--- config.mk ---
export PLATFORM = sky130hd
export DESIGN_NAME = star_scroll_ctrl_flat
export DESIGN_NICKNAME = d
export VERILOG_FILES = /design/src/rtl/star_scroll_ctrl_pkg.sv /design/src/rtl/star_scroll_ctrl_if.sv /design/src/rtl/star_scroll_ctrl_frame_req_hs.sv /design/src/rtl/star_scroll_ctrl.sv /design/src/flat_wrapper.sv
export SDC_FILE = /design/constraint.sdc
export NUM_CORES = 1
export LEC_CHECK = 0
export BUFFER_PORTS_ARGS = -buffer_cell sky130_fd_sc_hd__buf_2
export CORE_MARGIN = 2
export CORE_UTILIZATION = 41
export CTS_BUF_LIST = sky130_fd_sc_hd__clkbuf_8
export DETAILED_ROUTE_END_ITERATION = 8
export GPL_ROUTABILITY_DRIVEN = 0
export GPL_TIMING_DRIVEN = 0
export MAX_ROUTING_LAYER = met4
export PLACE_DENSITY = 0.69
export SLEW_MARGIN = 20
export SYNTH_ARGS = -nofsm -noshare
export SYNTH_HDL_FRONTEND = slang
export SYNTH_SLANG_ARGS = --single-unit
--- constraint.sdc ---
create_clock -name pixel_clk -period 4.13 [get_ports pixel_clk]
set_input_delay 0.826 -clock pixel_clk [delete_from_list [all_inputs] [get_ports pixel_clk]]
set_output_delay 0.826 -clock pixel_clk [all_outputs]
set_load 0.01 [all_outputs]
--- src/rtl/star_scroll_ctrl_pkg.sv ---
// Shared types and constants for the star-layer scroll scheduler.
// Game-state codes come from the game logic; scroll modes are the controller's FSM states.
package star_scroll_ctrl_pkg;

    localparam int STEP_W = 5;

    localparam logic [1:0] GAME_START = 2'd0;
    localparam logic [1:0] GAME_PLAY  = 2'd1;
    localparam logic [1:0] GAME_WARP  = 2'd2;
    localparam logic [1:0] GAME_OVER  = 2'd3;

    typedef enum logic [2:0] {
        FREEZE,
        DRIFT,
        CRUISE,
        WARP_UP,
        WARP_HOLD,
        WARP_DOWN,
        FADE,
        DARK
    } scroll_mode_t;

    function automatic logic [7:0] sat_inc8(input logic [7:0] v);
        return (v == 8'hFF) ? v : v + 8'd1;
    endfunction

endpackage

--- src/rtl/star_scroll_ctrl_if.sv ---
// Bundle between game-state logic, the scroll controller and star_background.
// master = the scroll controller; slave = its environment.
interface star_scroll_ctrl_if;
    import star_scroll_ctrl_pkg::*;

    logic              fsync;
    logic [1:0]        game_state;
    logic              upd_ack;
    logic              upd_req;
    logic [STEP_W-1:0] upd_step;
    logic              star_en;
    logic [7:0]        brightness;
    logic [2:0]        twinkle_phase;
    logic [7:0]        overrun_cnt;
    scroll_mode_t      mode;

    modport master (
        input  fsync, game_state, upd_ack,
        output upd_req, upd_step, star_en, brightness, twinkle_phase, overrun_cnt, mode
    );

    modport slave (
        output fsync, game_state, upd_ack,
        input  upd_req, upd_step, star_en, brightness, twinkle_phase, overrun_cnt, mode
    );

endinterface

--- src/rtl/star_scroll_ctrl_frame_req_hs.sv ---
// Holds the per-frame update request until star_background acks it; a frame arriving
// while the previous request is still pending is merged into it (saturating) and counted.
module star_scroll_ctrl_frame_req_hs
    import star_scroll_ctrl_pkg::*;
(
    input  logic              pixel_clk,
    input  logic              rst,
    input  logic              i_fsync,
    input  logic [STEP_W-1:0] i_step,
    input  logic              i_ack,
    output logic              o_req,
    output logic [STEP_W-1:0] o_step,
    output logic [7:0]        o_overrun
);

    logic              r_req;
    logic [STEP_W-1:0] r_step;
    logic [7:0]        r_overrun;
    logic [STEP_W:0]   w_sum;
    logic [STEP_W-1:0] w_merged;

    assign w_sum    = {1'b0, r_step} + {1'b0, i_step};
    assign w_merged = w_sum[STEP_W] ? {STEP_W{1'b1}} : w_sum[STEP_W-1:0];

    always_ff @(posedge pixel_clk) begin
        if (rst) begin
            r_req     <= 1'b0;
            r_step    <= '0;
            r_overrun <= 8'd0;
        end else if (i_fsync && (i_step != '0)) begin
            // An ack in the same cycle retires the old request, so the new frame starts fresh.
            if (!r_req || i_ack) begin
                r_req  <= 1'b1;
                r_step <= i_step;
            end else begin
                r_step    <= w_merged;
                r_overrun <= sat_inc8(r_overrun);
            end
        end else if (i_ack) begin
            r_req <= 1'b0;
        end
    end

    assign o_req     = r_req;
    assign o_step    = r_step;
    assign o_overrun = r_overrun;

endmodule

--- src/rtl/star_scroll_ctrl.sv ---
// Per-frame star-layer scheduler: scroll-mode FSM, warp ramping, fade-out and twinkle phase,
// all advanced only on fsync; the frame's step is handed to the request holder.
module star_scroll_ctrl
    import star_scroll_ctrl_pkg::*;
#(
    parameter int CRUISE_STEP    = 2,
    parameter int MAX_STEP       = 12,
    parameter int RAMP_FRAMES    = 4,
    parameter int FADE_STEP      = 8,
    parameter int TWINKLE_FRAMES = 8
) (
    input  logic pixel_clk,
    input  logic rst,
    star_scroll_ctrl_if.master bus
);

    scroll_mode_t      r_mode;
    logic [STEP_W-1:0] r_level;
    logic [7:0]        r_ramp_cnt;
    logic              r_drift_ph;
    logic [7:0]        r_bright;
    logic              r_star_en;
    logic [7:0]        r_twk_cnt;
    logic [2:0]        r_twk_phase;

    scroll_mode_t      w_mode_next;
    logic [STEP_W-1:0] w_level_next;
    logic [7:0]        w_ramp_next;
    logic              w_drift_next;
    logic [7:0]        w_bright_next;
    logic              w_en_next;
    logic [STEP_W-1:0] w_frame_step;

    logic [7:0]        w_ramp_inc;
    logic              w_ramp_wrap;
    logic [STEP_W-1:0] w_level_up;
    logic [STEP_W-1:0] w_level_dn;
    logic [7:0]        w_bright_dec;
    logic [7:0]        w_twk_inc;
    logic              w_req;
    logic [STEP_W-1:0] w_step;
    logic [7:0]        w_overrun;

    assign w_ramp_inc   = r_ramp_cnt + 8'd1;
    assign w_ramp_wrap  = (w_ramp_inc == 8'(RAMP_FRAMES));
    assign w_level_up   = r_level + STEP_W'(1);
    assign w_level_dn   = r_level - STEP_W'(1);
    assign w_bright_dec = (r_bright > 8'(FADE_STEP)) ? r_bright - 8'(FADE_STEP) : 8'd0;
    assign w_twk_inc    = r_twk_cnt + 8'd1;

    always_comb begin
        w_mode_next   = r_mode;
        w_level_next  = r_level;
        w_ramp_next   = r_ramp_cnt;
        w_drift_next  = r_drift_ph;
        w_bright_next = r_bright;
        w_en_next     = r_star_en;
        if (bus.game_state == GAME_OVER && r_mode != FADE && r_mode != DARK) begin
            w_bright_next = w_bright_dec;
            w_mode_next   = (w_bright_dec == 8'd0) ? DARK : FADE;
            w_en_next     = (w_bright_dec != 8'd0);
            w_ramp_next   = 8'd0;
        end else begin
            case (r_mode)
                FREEZE: begin
                    if (bus.game_state == GAME_START) begin
                        w_mode_next  = DRIFT;
                        w_drift_next = 1'b1;
                    end else if (bus.game_state == GAME_PLAY) begin
                        w_mode_next  = CRUISE;
                        w_level_next = STEP_W'(CRUISE_STEP);
                    end else if (bus.game_state == GAME_WARP) begin
                        w_mode_next  = WARP_UP;
                        w_level_next = STEP_W'(CRUISE_STEP);
                        w_ramp_next  = 8'd0;
                    end
                end
                DRIFT: begin
                    if (bus.game_state == GAME_PLAY) begin
                        w_mode_next  = CRUISE;
                        w_level_next = STEP_W'(CRUISE_STEP);
                    end else begin
                        w_drift_next = ~r_drift_ph;
                    end
                end
                CRUISE: begin
                    if (bus.game_state == GAME_WARP) begin
                        w_mode_next  = WARP_UP;
                        w_level_next = STEP_W'(CRUISE_STEP);
                        w_ramp_next  = 8'd0;
                    end else if (bus.game_state == GAME_START) begin
                        w_mode_next  = DRIFT;
                        w_drift_next = 1'b1;
                    end
                end
                WARP_UP: begin
                    if (bus.game_state == GAME_WARP) begin
                        if (w_ramp_wrap) begin
                            w_level_next = w_level_up;
                            w_ramp_next  = 8'd0;
                            if (w_level_up >= STEP_W'(MAX_STEP)) w_mode_next = WARP_HOLD;
                        end else begin
                            w_ramp_next = w_ramp_inc;
                        end
                    end else begin
                        // Warp aborted before any climb: nothing to ramp down from.
                        w_ramp_next = 8'd0;
                        if (r_level <= STEP_W'(CRUISE_STEP)) begin
                            w_mode_next  = CRUISE;
                            w_level_next = STEP_W'(CRUISE_STEP);
                        end else begin
                            w_mode_next = WARP_DOWN;
                        end
                    end
                end
                WARP_HOLD: begin
                    if (bus.game_state != GAME_WARP) begin
                        w_mode_next = WARP_DOWN;
                        w_ramp_next = 8'd0;
                    end
                end
                WARP_DOWN: begin
                    if (bus.game_state == GAME_WARP) begin
                        w_mode_next = WARP_UP;
                        w_ramp_next = 8'd0;
                    end else if (w_ramp_wrap) begin
                        w_level_next = w_level_dn;
                        w_ramp_next  = 8'd0;
                        if (w_level_dn <= STEP_W'(CRUISE_STEP)) begin
                            w_mode_next  = CRUISE;
                            w_level_next = STEP_W'(CRUISE_STEP);
                        end
                    end else begin
                        w_ramp_next = w_ramp_inc;
                    end
                end
                FADE: begin
                    w_bright_next = w_bright_dec;
                    if (w_bright_dec == 8'd0) begin
                        w_mode_next = DARK;
                        w_en_next   = 1'b0;
                    end
                end
                DARK: begin
                    if (bus.game_state == GAME_START) begin
                        w_mode_next   = DRIFT;
                        w_drift_next  = 1'b1;
                        w_bright_next = 8'd255;
                        w_en_next     = 1'b1;
                    end else if (bus.game_state == GAME_PLAY) begin
                        w_mode_next   = CRUISE;
                        w_level_next  = STEP_W'(CRUISE_STEP);
                        w_bright_next = 8'd255;
                        w_en_next     = 1'b1;
                    end
                end
                default: w_mode_next = FREEZE;
            endcase
        end
    end

    // The frame's step is that of the state being entered, so a transition takes effect at once.
    always_comb begin
        case (w_mode_next)
            DRIFT:                        w_frame_step = {{(STEP_W-1){1'b0}}, w_drift_next};
            CRUISE:                       w_frame_step = STEP_W'(CRUISE_STEP);
            WARP_UP, WARP_HOLD, WARP_DOWN: w_frame_step = w_level_next;
            default:                      w_frame_step = '0;
        endcase
    end

    always_ff @(posedge pixel_clk) begin
        if (rst) begin
            r_mode      <= FREEZE;
            r_level     <= '0;
            r_ramp_cnt  <= 8'd0;
            r_drift_ph  <= 1'b0;
            r_bright    <= 8'd255;
            r_star_en   <= 1'b1;
            r_twk_cnt   <= 8'd0;
            r_twk_phase <= 3'd0;
        end else if (bus.fsync) begin
            r_mode     <= w_mode_next;
            r_level    <= w_level_next;
            r_ramp_cnt <= w_ramp_next;
            r_drift_ph <= w_drift_next;
            r_bright   <= w_bright_next;
            r_star_en  <= w_en_next;
            if (w_twk_inc == 8'(TWINKLE_FRAMES)) begin
                r_twk_cnt   <= 8'd0;
                r_twk_phase <= r_twk_phase + 3'd1;
            end else begin
                r_twk_cnt <= w_twk_inc;
            end
        end
    end

    star_scroll_ctrl_frame_req_hs u_req_hs (
        .pixel_clk (pixel_clk),
        .rst       (rst),
        .i_fsync   (bus.fsync),
        .i_step    (w_frame_step),
        .i_ack     (bus.upd_ack),
        .o_req     (w_req),
        .o_step    (w_step),
        .o_overrun (w_overrun)
    );

    assign bus.upd_req       = w_req;
    assign bus.upd_step      = w_step;
    assign bus.overrun_cnt   = w_overrun;
    assign bus.star_en       = r_star_en;
    assign bus.brightness    = r_bright;
    assign bus.twinkle_phase = r_twk_phase;
    assign bus.mode          = r_mode;

endmodule

--- src/flat_wrapper.sv ---
// flat-port wrapper written by rule: the top's interface ports become plain ports
module star_scroll_ctrl_flat import star_scroll_ctrl_pkg::*;
#(
    parameter int CRUISE_STEP    = 2,
    parameter int MAX_STEP       = 12,
    parameter int RAMP_FRAMES    = 4,
    parameter int FADE_STEP      = 8,
    parameter int TWINKLE_FRAMES = 8
)
  (pixel_clk, rst, bus_fsync, bus_game_state, bus_upd_ack, bus_upd_req, bus_upd_step, bus_star_en, bus_brightness, bus_twinkle_phase, bus_overrun_cnt, bus_mode);
  star_scroll_ctrl_if bus_i ();
  input  logic pixel_clk;
  input  logic rst;
  input wire logic [$bits(bus_i.fsync)-1:0] bus_fsync;
  input wire logic [$bits(bus_i.game_state)-1:0] bus_game_state;
  input wire logic [$bits(bus_i.upd_ack)-1:0] bus_upd_ack;
  output wire logic [$bits(bus_i.upd_req)-1:0] bus_upd_req;
  output wire logic [$bits(bus_i.upd_step)-1:0] bus_upd_step;
  output wire logic [$bits(bus_i.star_en)-1:0] bus_star_en;
  output wire logic [$bits(bus_i.brightness)-1:0] bus_brightness;
  output wire logic [$bits(bus_i.twinkle_phase)-1:0] bus_twinkle_phase;
  output wire logic [$bits(bus_i.overrun_cnt)-1:0] bus_overrun_cnt;
  output wire logic [$bits(bus_i.mode)-1:0] bus_mode;
  assign bus_i.fsync = bus_fsync;
  assign bus_i.game_state = bus_game_state;
  assign bus_i.upd_ack = bus_upd_ack;
  assign bus_upd_req = bus_i.upd_req;
  assign bus_upd_step = bus_i.upd_step;
  assign bus_star_en = bus_i.star_en;
  assign bus_brightness = bus_i.brightness;
  assign bus_twinkle_phase = bus_i.twinkle_phase;
  assign bus_overrun_cnt = bus_i.overrun_cnt;
  assign bus_mode = bus_i.mode;
  star_scroll_ctrl #(.CRUISE_STEP(CRUISE_STEP), .MAX_STEP(MAX_STEP), .RAMP_FRAMES(RAMP_FRAMES), .FADE_STEP(FADE_STEP), .TWINKLE_FRAMES(TWINKLE_FRAMES)) u_core (.pixel_clk(pixel_clk), .rst(rst), .bus(bus_i));
endmodule
## Word level (Yosys, flattened, before mapping)

Cells that the tools add are included.

| storage, ports and cells | value |
|---|---|
| flip-flop bits (word level) | 51 |
| output and inout port bits | 29 |
| word-level logic and storage cells | 137 |

| operators by class | value |
|---|---|
| add/sub/neg operators | 8 |
| order comparisons | 4 |
| eq/ne operators | 27 |
| mux-type cells | 63 |
| bitwise operators | 3 |
| reductions and logical operators | 21 |

Operator list:

| operator | number |
|---|---|
| $mux W8 | 13 |
| $mux W5 | 14 |
| $mux W3 | 17 |
| $pmux W8 S5 | 1 |
| $pmux W5 S6 | 1 |
| $add A8 B1 Y8 const B | 3 |
| $pmux W3 S8 | 1 |
| $eq A3 B3 Y1 const B | 6 |
| $pmux W8 S2 | 1 |
| $pmux W5 S3 | 1 |
| $eq A3 B2 Y1 const B | 4 |
| $mux W1 | 12 |
| $le A5 B2 Y1 const B | 2 |
| $eq A8 B3 Y1 const B | 1 |
| $eq A8 B4 Y1 const B | 1 |
| $eq A8 B8 Y1 const B | 1 |
| $gt A8 B4 Y1 const B | 1 |
| $logic_not A8 Y1 | 1 |
| $reduce_bool A8 Y1 | 1 |
| $sub A8 B4 Y8 const B | 1 |
| $add A5 B5 Y6 | 1 |
| $eq A3 B1 Y1 const B | 2 |
| $ne A3 B1 Y1 const B | 2 |
| $ne A3 B2 Y1 const B | 2 |
| other kinds (28) | 36 |

## Depth between registers and ports, before layout

Gate-level depths: netlist (run 1).

| depth | value |
|---|---|
| word-level depth | 14 |
| depth in mapped cells | 20 |

## Hierarchy

Synthesis (run 1) repeated with hierarchy kept, for this count alone.

| unflattened totals | value |
|---|---|
| cell total of the unflattened synthesis | 467 |
| area, all modules | 3631.0 µm² |

Modules (own cells, without submodules):

| module | times used | cells each | area an instance (µm²) | sequential area each (µm²) |
|---|---|---|---|---|
| star_scroll_ctrl | 1 | 362 | 2692.6 | 740.7 |
| star_scroll_ctrl_frame_req_hs | 1 | 105 | 938.4 | 280.3 |

## Least setup slack after synthesis (run 1)

OpenSTA, ideal clock, no wires.

| path | value |
|---|---|
| path kind | in2reg |
| start | input port bus_game_state[0] |
| end | register u_core.u_req_hs.r_step[2], in the netlist u_core.u_req_hs.o_step[2] |
| setup time | 0.128 ns |
| arrival | 4.021 ns |
| setup slack | -0.019 ns |
| cell stages on the path | 18 |
| buffers on the path | 2 |
| path through | clkbuf_1 -> nand2b_1 -> clkbuf_1 -> nor4_1 -> mux2i_1 -> nor2_1 -> a221oi_1 -> nor2_1 -> o21ai_0 -> ha_1 -> a21o_1 -> a21oi_1 -> nor2b_1 -> o21ai_0 -> nand3b_1 -> o22a_1 -> mux2i_1 -> nor2_1 |

| between the ends | value |
|---|---|
| longest elaborated chain between the ends | 12 |

Ends and longest elaborated chain:

| item | line | source |
|---|---|---|
| from (decl) | flat_wrapper.sv:15 | `input wire logic [$bits(bus_i.game_state)-1:0] bus_game_state;` |
| $eq A2 B2 Y1 | - |  |
| $mux W3 | star_scroll_ctrl.sv:72 | `end else if (bus.game_state == GAME_WARP) begin` |
| $mux W3 | star_scroll_ctrl.sv:69 | `end else if (bus.game_state == GAME_PLAY) begin` |
| $mux W3 | star_scroll_ctrl.sv:66 | `if (bus.game_state == GAME_START) begin` |
| $pmux W3 S8 | star_scroll_ctrl.sv:64 | `case (r_mode)` |
| $mux W3 | star_scroll_ctrl.sv:58 | `if (bus.game_state == GAME_OVER && r_mode != FADE && r_mode != DARK) begin` |
| $eq A3 B2 Y1 / $eq A3 B3 Y1 (equally long branches) | star_scroll_ctrl.sv:164 | `case (w_mode_next)` |
| $reduce_or A3 Y1 | star_scroll_ctrl.sv:164 |  |
| $pmux W5 S3 * | star_scroll_ctrl.sv:164 |  |
| $add A5 B5 Y6 | star_scroll_ctrl_frame_req_hs.sv:22 | `assign w_sum = {1'b0, r_step} + {1'b0, i_step};` |
| $mux W5 | star_scroll_ctrl_frame_req_hs.sv:23 | `assign w_merged = w_sum[STEP_W] ? {STEP_W{1'b1}} : w_sum[STEP_W-1:0];` |
| $mux W5 | star_scroll_ctrl_frame_req_hs.sv:32 | `if (!r_req \|\| i_ack) begin` |
| to (signal assigned) | star_scroll_ctrl_frame_req_hs.sv:34 | `r_step <= i_step;` |
| to (signal assigned) | star_scroll_ctrl_frame_req_hs.sv:36 | `r_step <= w_merged;` |
| to (decl) | star_scroll_ctrl_frame_req_hs.sv:17 | `logic [STEP_W-1:0] r_step;` |

Mark *: on every way between the ends. The rest lies on a longest branch, timed or not.
A chain may end at the register's enable or synchronous reset.

## Worst setup path in the final report (run 1)

| path | value |
|---|---|
| start | register u_core.r_level[0] |
| end | register u_core.u_req_hs.r_step[0], in the netlist u_core.u_req_hs.o_step[0] |

| between the ends | value |
|---|---|
| longest elaborated chain between the ends | 13 |

Ends and longest elaborated chain:

| item | line | source |
|---|---|---|
| from (decl) | star_scroll_ctrl.sv:18 | `logic [STEP_W-1:0] r_level;` |
| from (signal assigned) | star_scroll_ctrl.sv:184 | `r_level <= w_level_next;` |
| $sub A5 B1 Y5 / $add A5 B1 Y5 (equally long branches) | star_scroll_ctrl.sv:47, star_scroll_ctrl.sv:46 |  |
| $le A5 B2 Y1 / $ge A5 B4 Y1 (equally long branches) | star_scroll_ctrl.sv:129, star_scroll_ctrl.sv:101 |  |
| $mux W3, on equally long branches | star_scroll_ctrl.sv:129, star_scroll_ctrl.sv:101 |  |
| $mux W3, on equally long branches | star_scroll_ctrl.sv:126, star_scroll_ctrl.sv:98 |  |
| $mux W3, on equally long branches | star_scroll_ctrl.sv:123, star_scroll_ctrl.sv:97 |  |
| $pmux W3 S8 | star_scroll_ctrl.sv:64 |  |
| $mux W3 | star_scroll_ctrl.sv:58 |  |
| $eq A3 B2 Y1 / $eq A3 B3 Y1 (equally long branches) | star_scroll_ctrl.sv:164 |  |
| $reduce_or A3 Y1 | star_scroll_ctrl.sv:164 |  |
| $pmux W5 S3 * | star_scroll_ctrl.sv:164 |  |
| $add A5 B5 Y6 | star_scroll_ctrl_frame_req_hs.sv:22 |  |
| $mux W5 | star_scroll_ctrl_frame_req_hs.sv:23 |  |
| $mux W5 | star_scroll_ctrl_frame_req_hs.sv:32 |  |

Marks and branches as above.

==> out/qor.csv, run 1 <==
metric,value,unit
setup_ws,-114,ps
grt-ovfl-total,0,
synth_edf_count,0,
power.density,258,nW/µm²
synthesis.area,3780,µm²
synth_xor_area_share,2.55,%
syn_avg_cell_area,7.57,µm²
total_power,1.16,mW
route.vias.total,4053,
cts_inserted_buffers,5,
clockBufferDepth,2,
core,9110,µm²
synth_top_area_share,27.0,%
routed_wl,10.8,mm
drive_above_1_share,18.3,%
post_drt_wl_per_cell,16.0,µm
clk_pin_slew,90,ps
clock_latency,310,ps
path_class,reg2reg,
layout.nets,583,
period_minus_slack,4240,ps
n_antenna_cell,0,
antenna_left,0,
slew_headroom,31.3,%
first_iter_violations,370,
die_h,100,µm
hold_viol_final,0,
finalMaxSlewViolations,0,
antenna_found_initial,0,
fill_cells,894,
rsz0062_at_grt,yes,
hpwl,7.60,mm
synth_compound_area_share,27.0,%
cts_tree,yes,
cts_sinks,51,
crit_arrival,4480,ps
hold_ws,463,ps
drc,0,
fmax,236,MHz
multi_input_area,2720,µm²
yosys.area_share.adder,4.83,%
start_util,41.6,%
ir_drop,172,µV
finClkSkew,8.86,ps
dieArea,10000,µm²
period_share,103,%
required,4360,ps
hold_class,reg2reg,
tightestPinTransition,1020,ps
synth-warning-count,0,
setup-violations-final,5,
htreeDepth,2,
num_rows,35,
postSynth.asyncResetShare,0,%
synth_top_flop_cell,dfxtp_1,
ys_seq_area_share,27.0,%
ys_seq_elements,51,
outcome,finished with violations,
final_cells,675,
synthMuxAreaShare,3.44,%
io_buffers,32,
cp-end-kind,register,
vias_per_cell,6.00,
crit_path_max_fanout,6,
yosysTopAreaCell,dfxtp_1,
grt_pass1_wl,17.4,mm
synth_top_family_by_area,simple AND/OR/NAND/NOR gates,
dp.cells,643,
num_io_pins,35,
dieWidth,100,µm
violations,setup timing,
grt_max_degree,16,
final_util,49.6,%
grt_pass1_vias,3626,
grt_util_all_layers,21.6,%
yosys.area_share.simple,30.1,%
worstSetupStartpointType,register,
syn_nets,520,
firstDrtPassIters,7,
fin_area,4520,µm²
synthDistinctLibCells,73,
placed_cell_area,4080,µm²
synth_cells,500,
r2r_slack,-110,ps
syn_to_final_growth,19.4,%
max_cap_violations,0,
ys_top_cells_by_area,"dfxtp_1 (27%), nor2_1 (6.2%), a21oi_1 (5.6%)",
p_leak,1.78,nW
root_buffer,clkbuf_8,
seq_area,1020,µm²
## per-layer routing
metal	share of wire [%]	wire length [µm]	track usage, %	up-vias
met1	45	4830	29.1	1903
met5	0	0	-	-
li1	-	-	-	1968
met3	6.5	705	3.27	26
met4	2.6	278	6.53	0
met2	46	4960	33.6	156
## flip-flops by register name (all words and copies together), names as in the netlist
register,flops
u_core.bus.brightness,8
u_core.bus.mode,3
u_core.bus.star_en,1
u_core.bus.twinkle_phase,3
u_core.r_drift_ph,1
u_core.r_level,5
u_core.r_ramp_cnt,8
u_core.r_twk_cnt,8
u_core.u_req_hs.o_overrun,8
u_core.u_req_hs.o_req,1
u_core.u_req_hs.o_step,5
## report_power, final
group | total [mW] | leakage (nW) | internal [mW] | switching [mW]
Sequential | 0.521 | 0.415 | 0.507 | 0.0140
Clock | 0.289 | 0.0453 | 0.116 | 0.173
Combinational | 0.355 | 1.32 | 0.146 | 0.208
Total | 1.16 | 1.78 | 0.770 | 0.395
## area by class of cell
type	count	area share, %
timing repair buffer	57	7.95
clock inverter	3	0.360
sequential	51	22.7
inverter	11	0.997
clock buffer	5	1.52
buffer	31	3.30
multi-input combinational	406	60.1
tap	111	3.07
## layout by cell type, fill, tap and decap left out, drive strengths merged, types with 5 or more instances in the layout
cell / count
o21ai: 33
xor2: 7
a31oi: 8
ha: 13
nand2b: 9
or3: 8
mux2i: 7
clkbuf: 29
nand3: 19
nor2: 63
nor2b: 18
nor4: 5
buf: 64
mux2: 5
nand4: 9
and2: 6
nand2: 31
a211oi: 7
and3: 9
o211ai: 6
dfxtp: 51
nand3b: 5
nor3: 16
inv: 10
a21oi: 42
a21o: 7
## worst max-delay path, stage by stage (launching register included)
cell	delay (ps)
dfxtp_2	340
buf_6	120
buf_6	120
o31a_1	290
or4_4	550
or4_4	440
a22oi_4	270
o211ai_4	120
o32a_1	370
o32ai_4	270
ha_2	260
a21o_1	180
a21oi_4	80
nor2b_1	110
o21ai_1	60
nand3b_1	190
buf_4	150
o22ai_1	50
a211oi_1	200
## synth_stat cells (9+ instances only)
library cell	n
nand2_1	31
and3_1	9
nor2_1	63
clkbuf_1	25
nor2b_1	18
inv_1	10
o21ai_0	33
nor3_1	15
dfxtp_1	51
nand2b_1	9
nand3_1	18
a21oi_1	42
ha_1	13
## per-stage QoR
step / TNS [ps] / setup slack, ps
after global placement: -2590 / -561
after CTS: -326 / -90.9
after global routing: -1520 / -332
after floorplan: 0 / 11.9
after detailed placement: -2640 / -570
final: -433 / -114
## what timing repair did
| item | 4_1_cts | 5_1_grt |
|---|---|---|
| pin swaps | 13 | 8 |
| setup endpoints to repair | 5 | 5 |
| gates resized for setup | 22 | 13 |
| buffers inserted | 14 | 11 |
| hold buffers | 0 | 0 |
## final timing paths
check                                   startpoint                                      to  cells after the start
max                 u_core.r_level[0]$_SDFFE_PP0P_  u_core.u_req_hs.o_step[0]$_SDFFE_PP0P_                     18
min          u_core.bus.brightness[2]$_SDFFE_PP1P_   u_core.bus.brightness[2]$_SDFFE_PP1P_                      2
max reg2reg         u_core.r_level[0]$_SDFFE_PP0P_  u_core.u_req_hs.o_step[0]$_SDFFE_PP0P_                     18
min reg2reg  u_core.bus.brightness[2]$_SDFFE_PP1P_   u_core.bus.brightness[2]$_SDFFE_PP1P_                      2
## kinds of logic (layout without fill, tap and decap cells)
kind of cell,count (synthesis),after routing
flip-flops,51,51
adder cells (fa/ha/maj),14,14
XOR/XNOR,11,11
buffers and inverters,43,107
multiplexers,12,12
AND/OR/NAND/NOR,216,216
AO/OA/AOI/OAI,153,153
Power figures use the tool's default switching activity.
==> run 2: changes to the inputs <==
--- a/config.mk
+++ b/config.mk
@@ -14,6 +14,7 @@
 export GPL_TIMING_DRIVEN = 0
 export MAX_ROUTING_LAYER = met4
 export PLACE_DENSITY = 0.69
+export SETUP_SLACK_MARGIN = 0.3
 export SLEW_MARGIN = 20
 export SYNTH_ARGS = -nofsm -noshare
 export SYNTH_HDL_FRONTEND = slang
==> run 2 against run 1 <==
  * The flow still finishes with violations (setup timing)
  * Final cell count up 0.74%
  * Largest power group unchanged
  * Non-clock buffer count grew 5
  * Total power increased by 4.1%
  * Die area is the same
==> out/qor.csv, run 2 (synthesized netlist as in run 1, its figures left out) <==
metric,value,unit,change
hold_viol_final,0,,unchanged
cp-end-kind,register,,
cts_hold_buf,0,,unchanged
path_class,reg2reg,,
dieArea,10000,µm²,unchanged
cts_sinks,51,,unchanged
firstDrtPassIters,6,,-1
vias_per_cell,6.10,,+1.5%
cts_inserted_buffers,5,,unchanged
io_buffers,32,,unchanged
hpwl,7.54,mm,-0.75%
final_util,50.5,%,+0.93 points
wl_met2,4.96,mm,about the same
max_cap_violations,0,,unchanged
setup_ws,-31.4,ps,+82.6 ps
pre_cts_ws,-394,ps,+176 ps
clk_pin_slew,100,ps,about the same
num_io_pins,35,,unchanged
fmax,240,MHz,+2.0%
syn_to_final_growth,21.6,%,
fin_area,4600,µm²,+1.9%
antenna_left,0,,unchanged
grt_pass1_vias,3690,,+1.8%
htreeDepth,2,,unchanged
violations,setup timing,,
final_common_cell,nor2_1,,
grt_pass1_wl,18.0,mm,+3.5%
worstSetupStartpointType,register,,
num_rows,35,,unchanged
clock_latency,310,ps,about the same
core,9110,µm²,unchanged
power.density,264,nW/µm²,+2.2%
placed_cell_area,4130,µm²,+1.1%
outcome,finished with violations,,
grt_util_all_layers,22.3,%,+0.70 points
setup-violations-final,2,,-3
clockBufferDepth,2,,unchanged
top_layer_used,met4,,
routed_wl,10.9,mm,+0.68%
fill_cells,902,,+0.89%
wl_met3,697,µm,-1.1%
cts_tree,yes,,
tightestPinTransition,862,ps,-161 ps
start_util,41.6,%,unchanged
crit_arrival,4350,ps,-130 ps
p_leak,1.83,nW,+2.6%
final_cell_mix,"nor2_1 (60), dfxtp_1 (48), a21oi_1 (40)",,
finalMaxSlewViolations,0,,unchanged
required,4310,ps,-50 ps
period_share,101,%,-2.0 points
grt-ovfl-total,0,,unchanged
drc,0,,unchanged
antenna_found_initial,0,,unchanged
post_drt_wl_per_cell,16.0,µm,about the same
slew_headroom,41.9,%,+11 points
drive_above_1_share,21.8,%,+3.5 points
die_h,100,µm,unchanged
crit_path_max_fanout,5,,-1
wl_met1,4.92,mm,+1.8%
period_minus_slack,4160,ps,-82.6 ps
ir_drop,160,µV,-6.9%
finClkSkew,4.48,ps,-4.39 ps
hold_class,reg2reg,,
grt_max_degree,16,,unchanged
rsz0062_at_grt,yes,,
first_iter_violations,373,,+0.81%
route.vias.total,4145,,+2.3%
root_buffer,clkbuf_8,,
n_antenna_cell,0,,unchanged
dieWidth,100,µm,unchanged
layout.nets,588,,+0.86%
==> run 2: cell count changes in the layout (fill, tap and decap cells not counted), moves of 3 or more <==
cell	delta
clkbuf_1	-3
buf_4	+7
buf_6	-3
clkbuf_2	+3
nor2_2	+3
==> run 2: critical path, stage by stage (launching register included) <==
cell and delay (ps):
dfxtp_2 360, buf_6 130, inv_6 40, ha_4 250, o21bai_1 60, or4_4 510
buf_4 160, a2111oi_4 360, a21o_1 210, o211ai_4 100, o32a_1 400, nor2b_2 220
ha_4 240, a21oi_2 160, nor2b_1 60, o21ai_1 130, nand3b_1 190, o22a_1 240
mux2i_1 140, nor2_1 50
==> run 2: final timing paths <==
kind | startpoint | endpoint | slack, ps | cells after the start
worst max-delay path | u_core.r_level[1]$_SDFFE_PP0P_ | u_core.u_req_hs.o_step[4]$_SDFFE_PP0P_ | -30 | 19
worst min-delay path | u_core.bus.brightness[0]$_SDFFE_PP1P_ | u_core.bus.brightness[0]$_SDFFE_PP1P_ | 460 | 2
worst max register to register | u_core.r_level[1]$_SDFFE_PP0P_ | u_core.u_req_hs.o_step[4]$_SDFFE_PP0P_ | -30 | 19
worst min register to register | u_core.bus.brightness[0]$_SDFFE_PP1P_ | u_core.bus.brightness[0]$_SDFFE_PP1P_ | 460 | 2
==> run 2: final cells by class <==
| class | count | area (µm²) | share of cell area [%] |
|---|---|---|---|
| Buffer | 32 | 158 | 3.42 |
| Clock buffer | 7 | 96.3 | 2.09 |
| Clock inverter | 1 | 7.51 | 0.163 |
| Inverter | 11 | 53.8 | 1.17 |
| Multi-Input combinational cell | 406 | 2750 | 59.7 |
| Sequential cell | 51 | 1020 | 22.3 |
| Tap cell | 111 | 139 | 3.02 |
| Timing Repair Buffer | 61 | 378 | 8.21 |
==> run 2: power breakdown <==
part / total [mW] / switching (mW) / internal (mW)
clock: 0.329 / 0.176 / 0.153
sequential: 0.520 / 0.0135 / 0.507
combinational: 0.364 / 0.211 / 0.153
==> run 2: per-stage QoR <==
| step | power (mW) | setup TNS [ps] | instances | hold slack (ps) |
|---|---|---|---|---|
| final | 1.21 | -43.1 | 680 | 461 |
| after global routing | 1.28 | -1000 | 680 | 500 |
| after CTS | 1.18 | -14.2 | 673 | 464 |
| after global placement | 0.823 | -1320 | 643 | 446 |
| after floorplan | 0.756 | 0 | 500 | 453 |
| after detailed placement | 0.828 | -1760 | 643 | 449 |
==> run 2: layer usage <==
metal | vias up | GRT usage, %
li1 | 1981 | -
met1 | 1969 | 30.5
met2 | 169 | 34.1
met3 | 26 | 3.06
met4 | 0 | 7.38
met5 | - | -
==> run 2: timing repair <==
action,4_1_cts,5_1_grt
hold endpoints to repair,0,0
gates resized for setup,16,28
setup endpoints to repair,9,13
cloned,0,0
pin swaps,15,17
buffers inserted,22,7
